<file path="config.mk">
export PLATFORM = sky130hd
export DESIGN_NAME = conv3x3_mac
export DESIGN_NICKNAME = d
export VERILOG_FILES = /design/src/rtl/cbs_pkg.sv /design/src/rtl/conv_weight_rf.sv /design/src/rtl/conv3x3_mac.sv
export SDC_FILE = /design/constraint.sdc
export NUM_CORES = 1
export LEC_CHECK = 0
export BUFFER_PORTS_ARGS = -buffer_cell sky130_fd_sc_hd__buf_2
export CAP_MARGIN = 15
export CORE_ASPECT_RATIO = 0.6
export CORE_MARGIN = 5
export CORE_UTILIZATION = 35
export CTS_BUF_LIST = sky130_fd_sc_hd__clkbuf_16
export CTS_CLUSTER_DIAMETER = 60
export CTS_CLUSTER_SIZE = 8
export DETAILED_ROUTE_END_ITERATION = 10
export GPL_ROUTABILITY_DRIVEN = 0
export GPL_TIMING_DRIVEN = 1
export MAX_ROUTING_LAYER = met4
export PLACE_DENSITY = 0.57
export SYNTH_ARGS = -nofsm -noshare
export SYNTH_HDL_FRONTEND = slang
export SYNTH_SLANG_ARGS = --single-unit
</file>
<file path="constraint.sdc">
create_clock -name clk -period 23.7 [get_ports clk]
set_clock_uncertainty 0.2 [all_clocks]
set_input_delay 4.74 -clock clk [delete_from_list [all_inputs] [get_ports clk]]
set_output_delay 4.74 -clock clk [all_outputs]
set_load 0.01 [all_outputs]
</file>
<file path="src/rtl/cbs_pkg.sv">
// Shared definitions for the 3x3 convolution MAC: default widths, tap count,
// FSM state encoding and output saturation limits.
package cbs_pkg;

  localparam int unsigned DATA_W_DEF     = 8;
  localparam int unsigned W_W_DEF        = 8;
  localparam int unsigned ACC_W_DEF      = 24;
  localparam int unsigned SHIFT_DEF      = 8;
  localparam int unsigned IMG_PIXELS_DEF = 409600;

  localparam int unsigned NUM_TAPS = 9;

  localparam int SAT_MAX = 127;
  localparam int SAT_MIN = -128;

  typedef enum logic [1:0] {
    IDLE,
    ACCUM,
    FINISH,
    OUT
  } state_t;

endpackage

</file>
<file path="src/rtl/conv_weight_rf.sv">
// Weight/bias register file for the 3x3 MAC.
// Ports:
//   clk, reset         : clock, synchronous active-high reset (clears all entries)
//   w_we_i/w_addr_i/w_data_i : weight write (addresses above 8 are ignored)
//   b_we_i/b_data_i    : bias write
//   rd_idx_i           : tap index for the combinational weight read
//   w_rd_o_c           : weight at rd_idx_i (zero when index is out of range)
//   bias_o             : current bias
module conv_weight_rf
  import cbs_pkg::*;
#(
  parameter int unsigned W_W   = W_W_DEF,
  parameter int unsigned ACC_W = ACC_W_DEF
) (
  input  logic                    clk,
  input  logic                    reset,
  input  logic                    w_we_i,
  input  logic [3:0]              w_addr_i,
  input  logic signed [W_W-1:0]   w_data_i,
  input  logic                    b_we_i,
  input  logic signed [ACC_W-1:0] b_data_i,
  input  logic [3:0]              rd_idx_i,
  output logic signed [W_W-1:0]   w_rd_o_c,
  output logic signed [ACC_W-1:0] bias_o
);

  logic signed [W_W-1:0]   w_q [NUM_TAPS];
  logic signed [ACC_W-1:0] bias_q;

  // Weight and bias storage; both writes may land in the same cycle.
  always_ff @(posedge clk) begin
    if (reset) begin
      for (int unsigned i = 0; i < NUM_TAPS; i++) begin
        w_q[i] <= '0;
      end
      bias_q <= '0;
    end else begin
      if (w_we_i && (w_addr_i < 4'(NUM_TAPS))) begin
        w_q[w_addr_i] <= w_data_i;
      end
      if (b_we_i) begin
        bias_q <= b_data_i;
      end
    end
  end

  assign w_rd_o_c = (rd_idx_i < 4'(NUM_TAPS)) ? w_q[rd_idx_i] : '0;
  assign bias_o   = bias_q;

endmodule

</file>
<file path="src/rtl/conv3x3_mac.sv">
// 3x3 convolution multiply-accumulate with bias, floor shift and int8 saturation.
// Ports:
//   clk, reset                  : clock, synchronous active-high reset
//   pix_in/tap_idx/pix_valid    : pixel stream with tap index; pix_ready accepts
//   w_load/w_addr/w_data        : weight write (honoured only in IDLE)
//   b_load/b_data               : bias write (honoured only in IDLE)
//   res_data/res_valid/res_ready: result handshake
//   frame_done                  : one-cycle pulse after the last window of a frame
//   sat_flag, seq_err           : sticky status flags
module conv3x3_mac
  import cbs_pkg::*;
#(
  parameter int unsigned DATA_W     = DATA_W_DEF,
  parameter int unsigned W_W        = W_W_DEF,
  parameter int unsigned ACC_W      = ACC_W_DEF,
  parameter int unsigned SHIFT      = SHIFT_DEF,
  parameter int unsigned IMG_PIXELS = IMG_PIXELS_DEF
) (
  input  logic                    clk,
  input  logic                    reset,
  input  logic [DATA_W-1:0]       pix_in,
  input  logic [3:0]              tap_idx,
  input  logic                    pix_valid,
  output logic                    pix_ready,
  input  logic                    w_load,
  input  logic [3:0]              w_addr,
  input  logic signed [W_W-1:0]   w_data,
  input  logic                    b_load,
  input  logic signed [ACC_W-1:0] b_data,
  output logic signed [7:0]       res_data,
  output logic                    res_valid,
  input  logic                    res_ready,
  output logic                    frame_done,
  output logic                    sat_flag,
  output logic                    seq_err
);

  localparam int unsigned PROD_W = DATA_W + 1 + W_W;
  localparam int unsigned SUM_W  = ACC_W + 1;
  localparam int unsigned CNT_W  = (IMG_PIXELS > 1) ? $clog2(IMG_PIXELS) : 1;

  state_t                  state_q, state_d;
  logic signed [ACC_W-1:0] acc_q, acc_d;
  logic [3:0]              exp_tap_q, exp_tap_d;
  logic [CNT_W-1:0]        win_cnt_q, win_cnt_d;
  logic signed [7:0]       res_data_q, res_data_d;
  logic                    res_valid_q, res_valid_d;
  logic                    pix_ready_q, pix_ready_d;
  logic                    frame_done_q, frame_done_d;
  logic                    sat_q, sat_d;
  logic                    seq_err_q, seq_err_d;

  logic signed [W_W-1:0]    w_rd_c;
  logic signed [ACC_W-1:0]  bias_c;
  logic                     cfg_en_c, accept_c, hs_c;
  logic signed [PROD_W-1:0] pix_s_c, w_s_c, prod_c;
  logic signed [ACC_W-1:0]  prod_ext_c;
  logic signed [SUM_W-1:0]  sum_c, shifted_c;

  assign cfg_en_c = (state_q == IDLE);
  assign accept_c = pix_valid & pix_ready_q;
  assign hs_c     = res_valid_q & res_ready;

  conv_weight_rf #(
    .W_W  (W_W),
    .ACC_W(ACC_W)
  ) u_rf (
    .clk     (clk),
    .reset   (reset),
    .w_we_i  (w_load & cfg_en_c),
    .w_addr_i(w_addr),
    .w_data_i(w_data),
    .b_we_i  (b_load & cfg_en_c),
    .b_data_i(b_data),
    .rd_idx_i(tap_idx),
    .w_rd_o_c(w_rd_c),
    .bias_o  (bias_c)
  );

  // Unsigned pixel times signed weight, then sign-extended to the accumulator.
  always_comb begin
    pix_s_c    = PROD_W'({1'b0, pix_in});
    w_s_c      = PROD_W'(w_rd_c);
    prod_c     = pix_s_c * w_s_c;
    prod_ext_c = ACC_W'(prod_c);
    sum_c      = SUM_W'(acc_q) + SUM_W'(bias_c);
    shifted_c  = sum_c >>> SHIFT;
  end

  // Next-state and datapath control.
  always_comb begin
    state_d      = state_q;
    acc_d        = acc_q;
    exp_tap_d    = exp_tap_q;
    win_cnt_d    = win_cnt_q;
    res_data_d   = res_data_q;
    frame_done_d = 1'b0;
    sat_d        = sat_q;
    seq_err_d    = seq_err_q;

    unique case (state_q)
      IDLE: begin
        if (accept_c) begin
          if (tap_idx == 4'd0) begin
            acc_d     = prod_ext_c;
            exp_tap_d = 4'd1;
            state_d   = ACCUM;
          end else begin
            seq_err_d = 1'b1;
          end
        end
      end
      ACCUM: begin
        if (accept_c) begin
          if (tap_idx == exp_tap_q) begin
            acc_d = acc_q + prod_ext_c;
            if (exp_tap_q == 4'(NUM_TAPS - 1)) begin
              state_d = FINISH;
            end else begin
              exp_tap_d = exp_tap_q + 4'd1;
            end
          end else begin
            // Out-of-order tap: abandon the partial window.
            seq_err_d = 1'b1;
            acc_d     = '0;
            exp_tap_d = 4'd0;
            state_d   = IDLE;
          end
        end
      end
      FINISH: begin
        if (shifted_c > SUM_W'(SAT_MAX)) begin
          res_data_d = 8'(SAT_MAX);
          sat_d      = 1'b1;
        end else if (shifted_c < SUM_W'(SAT_MIN)) begin
          res_data_d = 8'(SAT_MIN);
          sat_d      = 1'b1;
        end else begin
          res_data_d = 8'(shifted_c);
        end
        acc_d     = '0;
        exp_tap_d = 4'd0;
        state_d   = OUT;
      end
      OUT: begin
        if (hs_c) begin
          state_d = IDLE;
          if (win_cnt_q == CNT_W'(IMG_PIXELS - 1)) begin
            win_cnt_d    = '0;
            frame_done_d = 1'b1;
          end else begin
            win_cnt_d = win_cnt_q + CNT_W'(1);
          end
        end
      end
      default: state_d = IDLE;
    endcase

    // Handshake outputs are registered from the next state.
    pix_ready_d = (state_d == IDLE) || (state_d == ACCUM);
    res_valid_d = (state_d == OUT);
  end

  // State and output registers.
  always_ff @(posedge clk) begin
    if (reset) begin
      state_q      <= IDLE;
      acc_q        <= '0;
      exp_tap_q    <= 4'd0;
      win_cnt_q    <= '0;
      res_data_q   <= '0;
      res_valid_q  <= 1'b0;
      pix_ready_q  <= 1'b1;
      frame_done_q <= 1'b0;
      sat_q        <= 1'b0;
      seq_err_q    <= 1'b0;
    end else begin
      state_q      <= state_d;
      acc_q        <= acc_d;
      exp_tap_q    <= exp_tap_d;
      win_cnt_q    <= win_cnt_d;
      res_data_q   <= res_data_d;
      res_valid_q  <= res_valid_d;
      pix_ready_q  <= pix_ready_d;
      frame_done_q <= frame_done_d;
      sat_q        <= sat_d;
      seq_err_q    <= seq_err_d;
    end
  end

  assign pix_ready  = pix_ready_q;
  assign res_data   = res_data_q;
  assign res_valid  = res_valid_q;
  assign frame_done = frame_done_q;
  assign sat_flag   = sat_q;
  assign seq_err    = seq_err_q;

endmodule

</file>
# --- After elaboration in Yosys (flattened, before gate mapping) ---
# Memories as Yosys holds them, arrays and structs flattened.
# Cells that the tools add are included.
word_totals:
  regBits: 86
  ram_bits: 72
  input_bits: 54
  output_inout_bits: 13
  word_cells: 94
  n_memories: 1
mem_list:
  columns: ["memory", "depth", "width", "rd", "rd_ports_with_merged_regs", "wr", "line", "text"]
  rows:
  - ["u_rf.w_q", 9, 8, 1, 0, 9, "conv_weight_rf.sv:27", "logic signed [W_W-1:0] w_q [NUM_TAPS];"]
op_classes:
  addsub: 4
  multipliers: 1
  order_cmp: 4
  n_eq_ne: 14
  n_mux: 38
  n_bitwise: 6
  n_reduce_logical: 15
op_table:
  columns: ["cell", "n"]
  rows:
  - ["$mux 24", 4]
  - ["$pmux 24 s3", 1]
  - ["$mux 8", 4]
  - ["$add 24x24->25", 1]
  - ["$add 24x17->24", 1]
  - ["$mux 4", 6]
  - ["$add 19x1->19 const B", 1]
  - ["$eq 19x19->1 const B", 1]
  - ["$mux 19", 1]
  - ["$gt 17x8->1 const B", 1]
  - ["$lt 17x8->1 const B", 1]
  - ["$mul 9x8->17", 1]
  - ["$mux 1", 13]
  - ["$mux 2", 6]
  - ["$pmux 4 s3", 1]
  - ["$reduce_and 5->1", 2]
  - ["$lt 4x4->1 const B", 2]
  - ["$pmux 2 s4", 1]
  - ["$reduce_or 8->1", 1]
  - ["$eq 2x2->1 const B", 3]
  - ["$ne 2x2->1 const B", 3]
  - ["$add 4x1->4 const B", 1]
  - ["$and 1x1->1", 4]
  - ["$eq 2x1->1 const B", 2]
  - ["other kinds (15)", 20]

# --- Longest topological paths before layout ---
logic_depth:
  word_depth: 8
  mapped_depth: 36
  ltp_nobuf: 34

# --- Hierarchy ---
# From an unflattened synthesis, not the netlist that was laid out.
unflattened:
  cells_unflattened: 1197
  hier_area_um2: 11457.2
by_module_without_submodules:
  columns: ["mod", "n_inst", "cells_each", "area_per_inst_um2", "seq_area_each_um2"]
  rows:
  - ["conv3x3_mac", 1, 881, 7195.7, 1241.2]
  - ["conv_weight_rf", 1, 316, 4261.6, 2642.5]

# --- Worst setup path before layout ---
# OpenSTA, ideal clock, no wires.
synth_path:
  kind: "in2reg"
  startpoint: "input tap_idx[0]"
  endpoint: "register acc_q[23]"
  setup_ns: 0.121
  t_arrival_ns: 11.993
  required_time_ns: 23.379
  slack_ns: 11.386
  path_stages: 27
  n_path_buf: 2
  path_cell_list: "clkbuf_1 -> clkbuf_1 -> mux4_2 -> o211ai_1 -> nor2_1 -> fa_1 -> inv_1 -> fa_1 -> fa_1 -> fa_1 -> inv_1 -> ha_1 -> inv_1 -> o21ai_0 -> a21o_1 -> or3_1 -> a31oi_1 -> xnor2_1 -> ha_1 -> nand3_1 -> or4_1 -> a31oi_1 -> o21ai_1 -> o311a_1 -> a21oi_1 -> xnor2_1 -> o21ai_0"
synth_via:
  elab_chain_len: 7
  elab_cells_between_ends: 14
  classes_between: "1 x add/sub; 1 x mul; 1 x order compare; 2 x eq/ne; 6 x mux; 2 x reduce/logical; 1 x memory"
synth_rtl:
  columns: ["item", "line", "text"]
  rows:
  - ["from (decl)", "conv3x3_mac.sv:22", "input logic [3:0] tap_idx,"]
  - ["$mem_v2 9x8 or $lt 4x4->1 (tied branches)", null, null]
  - ["$mux 8", "conv_weight_rf.sv:47", "assign w_rd_o_c = (rd_idx_i < 4'(NUM_TAPS)) ? w_q[rd_idx_i] : '0;"]
  - ["$mul 9x8->17", "conv3x3_mac.sv:84", "prod_c = pix_s_c * w_s_c;"]
  - ["$add 24x17->24", "conv3x3_mac.sv:116", "acc_d = acc_q + prod_ext_c;"]
  - ["$mux 24", "conv3x3_mac.sv:115", "if (tap_idx == exp_tap_q) begin"]
  - ["$mux 24", "conv3x3_mac.sv:114", "if (accept_c) begin"]
  - ["$pmux 24 s3", "conv3x3_mac.sv:101", "unique case (state_q)"]
  - ["to (signal assigned)", "conv3x3_mac.sv:168", "acc_q <= '0;"]
  - ["to (signal assigned)", "conv3x3_mac.sv:179", "acc_q <= acc_d;"]
  - ["to (decl)", "conv3x3_mac.sv:43", "logic signed [ACC_W-1:0] acc_q, acc_d;"]
# Parallel ways exist; a longest one is shown, timed or not. The select of a mux whose other input is x is not followed.
# A chain may end at the register's enable or synchronous reset.

# --- Worst setup path after layout ---
layout_path:
  startpoint: "input tap_idx[0]"
  endpoint: "register acc_q[22]"
# Same word-level chain as after synthesis.

==> results.json <==
{
  "crit_slowest_cell": "o211ai_1",
  "core.rowCount": 50,
  "drt_iter0_drc": 713,
  "status": "completed",
  "seq_area_sq_um": 3880,
  "hpwl_microns": 22300,
  "cp.arrival_ns": 12.65,
  "synth.avg_cell_area_sq_um": 9.43,
  "power_per_cell_area_nw_per_um2": 84.2,
  "dr.pass1.iters": 5,
  "cts_tree": "yes",
  "vias": 8483,
  "critPathTopFamily": "compound AO/OA/AOI/OAI gates",
  "clock_latency_ns": 0.45,
  "wl_microns": 29100,
  "drcViolationCount": 0,
  "detail-route-antenna-nets": 0,
  "synth_top_area_frac": 0.195,
  "io_pins": 67,
  "syn_area_sq_um": 11100,
  "die_width_microns": 240,
  "die_area_sq_um": 35500,
  "cts.sink_count": 158,
  "viasPerCell": 5.08,
  "tns_ns": 0,
  "finalCritPeriodShare": 0.528,
  "rsz0062_at_grt": "false",
  "final_cell_mix": "and2_1, nand2_1, ha_1, nor2_1, dfxtp_1",
  "antenna_cells": 0,
  "dieHeight_microns": 148,
  "multi_input_area_sq_um": 6790,
  "period_needed_ns": 12.51,
  "setup_viol": 0,
  "finalMaxSlewViolations": 0,
  "grt_max_degree": 78,
  "cp.required_ns": 23.84,
  "grt_pass1_wl_microns": 46800,
  "syn_nets": 1370,
  "cp-end-kind": "register",
  "synth_seq_area_share": 0.350,
  "ys_top_cells_by_area": "edfxtp_1, dfxtp_1, ha_1, and2_1, fa_1",
  "hold_class": "reg -> reg",
  "worstSetupStartpointType": "input port",
  "postSynth.asyncResetShare": 0,
  "peakVddDrop_v": 0.0000484,
  "critPathMaxFanout": 27,
  "core_sq_um": 31200,
  "ctsResizeCount": 0,
  "fillers": 3077,
  "path_buf_inv": 5,
  "ys_ff_latch": 158,
  "h-tree-depth": 4,
  "slew_headroom": 0.323,
  "wl_per_cell_microns": 17.4,
  "first_global_vias": 8088,
  "yosys.area.top_type": "edfxtp_1",
  "final_cell_count_no_fill": 1670,
  "dp_cells": 1638,
  "syn_inst": 1178,
  "area_growth_pct": 12.5,
  "final_nets": 1433,
  "antenna_found_initial": 0,
  "p_leak_nw": 5.51,
  "portBuffers": 66,
  "drive_above_1_share": 0.118,
  "clkTransAtPathRegs_ns": 0.07,
  "ys_warn_count": 0,
  "critical_path_class": "in -> reg",
  "yosysUniqueCellTypes": 73,
  "cts-root-buf": "clkbuf_16",
  "cts_made_buffers": 17,
  "post_cts_buffers": 0,
  "tightest_slew_ns": 1.01,
  "clock_path_buffers": 2,
  "final_common_cell": "and2_1",
  "synth_ff_type": "dfxtp_1",
  "start_util": 0.356,
  "p_total_mw": 1.05,
  "max_stage_delay_ns": 0.68,
  "hold_violations": 0,
  "grt_remaining_overflow": 0,
  "maxCapViolCount": 0,
  "synth_edf_count": 72,
  "max_freq_mhz": 79.9,
  "ctsHoldBuffers": 0,
  "gr-usage-all-layers": 0.172
}
-- cell families after synthesis --
logic type,Yosys count,synth area share
and+or+nand+nor,449,0.205
AOI/OAI and AO/OA,232,0.139
muxes,22,0.0345
xor gates and xnor gates,65,0.0513
buffers and inverters,114,0.0393
adders and majority gates,138,0.181
DFF,158,0.350
-- state kept, by name, summed over array words and instances, names as in the netlist --
register,cells
res_valid,1
win_cnt_q,19
pix_ready,1
seq_err,1
acc_q,24
frame_done,1
u_rf.w_q,72
u_rf.bias_o,24
sat_flag,1
exp_tap_q,4
state_q,2
res_data,8
-- routing by layer --
metal,global-route usage,share of wire,vias to the layer above
met5,-,0,-
met2,0.229,0.40,191
met4,0.0334,0.011,0
met1,0.267,0.53,3998
li1,-,-,4275
met3,0.0382,0.062,19
-- power breakdown --
part           switching [mW]  leakage (nW)  total, mW  internal, mW
registers              0.0272          1.45      0.344         0.317
logic                   0.257          3.77      0.424         0.168
clock network           0.132         0.294      0.283         0.151
-- synthesized netlist by cell type, types with 3 or more instances --
| cell | n |
|---|---|
| or2_2 | 11 |
| and3_1 | 16 |
| o21ai_0 | 30 |
| nor2_1 | 95 |
| o221ai_1 | 3 |
| dfxtp_1 | 86 |
| xor2_1 | 31 |
| nand3b_1 | 4 |
| mux4_2 | 13 |
| and2_1 | 123 |
| a22oi_1 | 6 |
| nor2b_1 | 9 |
| nand2_1 | 117 |
| nand3_1 | 18 |
| clkbuf_1 | 24 |
| o31ai_1 | 3 |
| nand2b_1 | 12 |
| nor3_1 | 23 |
| nor4_1 | 4 |
| a211oi_1 | 19 |
| xnor2_1 | 34 |
| nand4_1 | 5 |
| edfxtp_1 | 72 |
| mux2i_1 | 9 |
| o21a_1 | 3 |
| inv_1 | 82 |
| o21bai_1 | 5 |
| a31oi_1 | 11 |
| a41oi_1 | 3 |
| a221oi_1 | 7 |
| a21o_1 | 19 |
| buf_1 | 3 |
| ha_1 | 100 |
| fa_1 | 38 |
| o21ai_1 | 3 |
| a21oi_1 | 84 |
| a221o_1 | 9 |
-- metrics by stage --
stage	util	area [sq um]	worst slack [ns]	hold slack, ns
2_1_floorplan	-	11100	11.39	0.236
4_1_cts	0.400	12500	11.18	0.266
3_5_place_dp	0.381	11900	10.68	0.256
3_3_place_gp	0.381	11900	10.97	0.252
6_report	0.400	12500	11.19	0.260
5_1_grt	0.400	12500	10.54	0.283
-- path summary, 6_finish.rpt --
path / start / end / slack [ns] / cells after the start
worst max-delay path: tap_idx[0] / acc_q[22] / 11.19 / 25
worst min-delay path: u_rf.bias_o[5] / u_rf.bias_o[5] / 0.26 / 2
worst max register to register: u_rf.w_q[5][7] / acc_q[22] / 15.84 / 24
worst min register to register: u_rf.bias_o[5] / u_rf.bias_o[5] / 0.26 / 2
-- tightest hold or removal path, cell delays in order, from the launching register on --
cell and delay (ns):
dfxtp_1 0.31, nand2_1 0.05, a21oi_1 0.05
-- layout make-up --
type	count	share of cell area
Sequential cell	158	0.311
Tap cell	416	0.0417
Clock inverter	15	0.0137
Clock buffer	17	0.0340
Timing Repair Buffer	74	0.0312
Multi-Input combinational cell	906	0.543
Inverter	84	0.0252
Power figures use the tool's default switching activity.
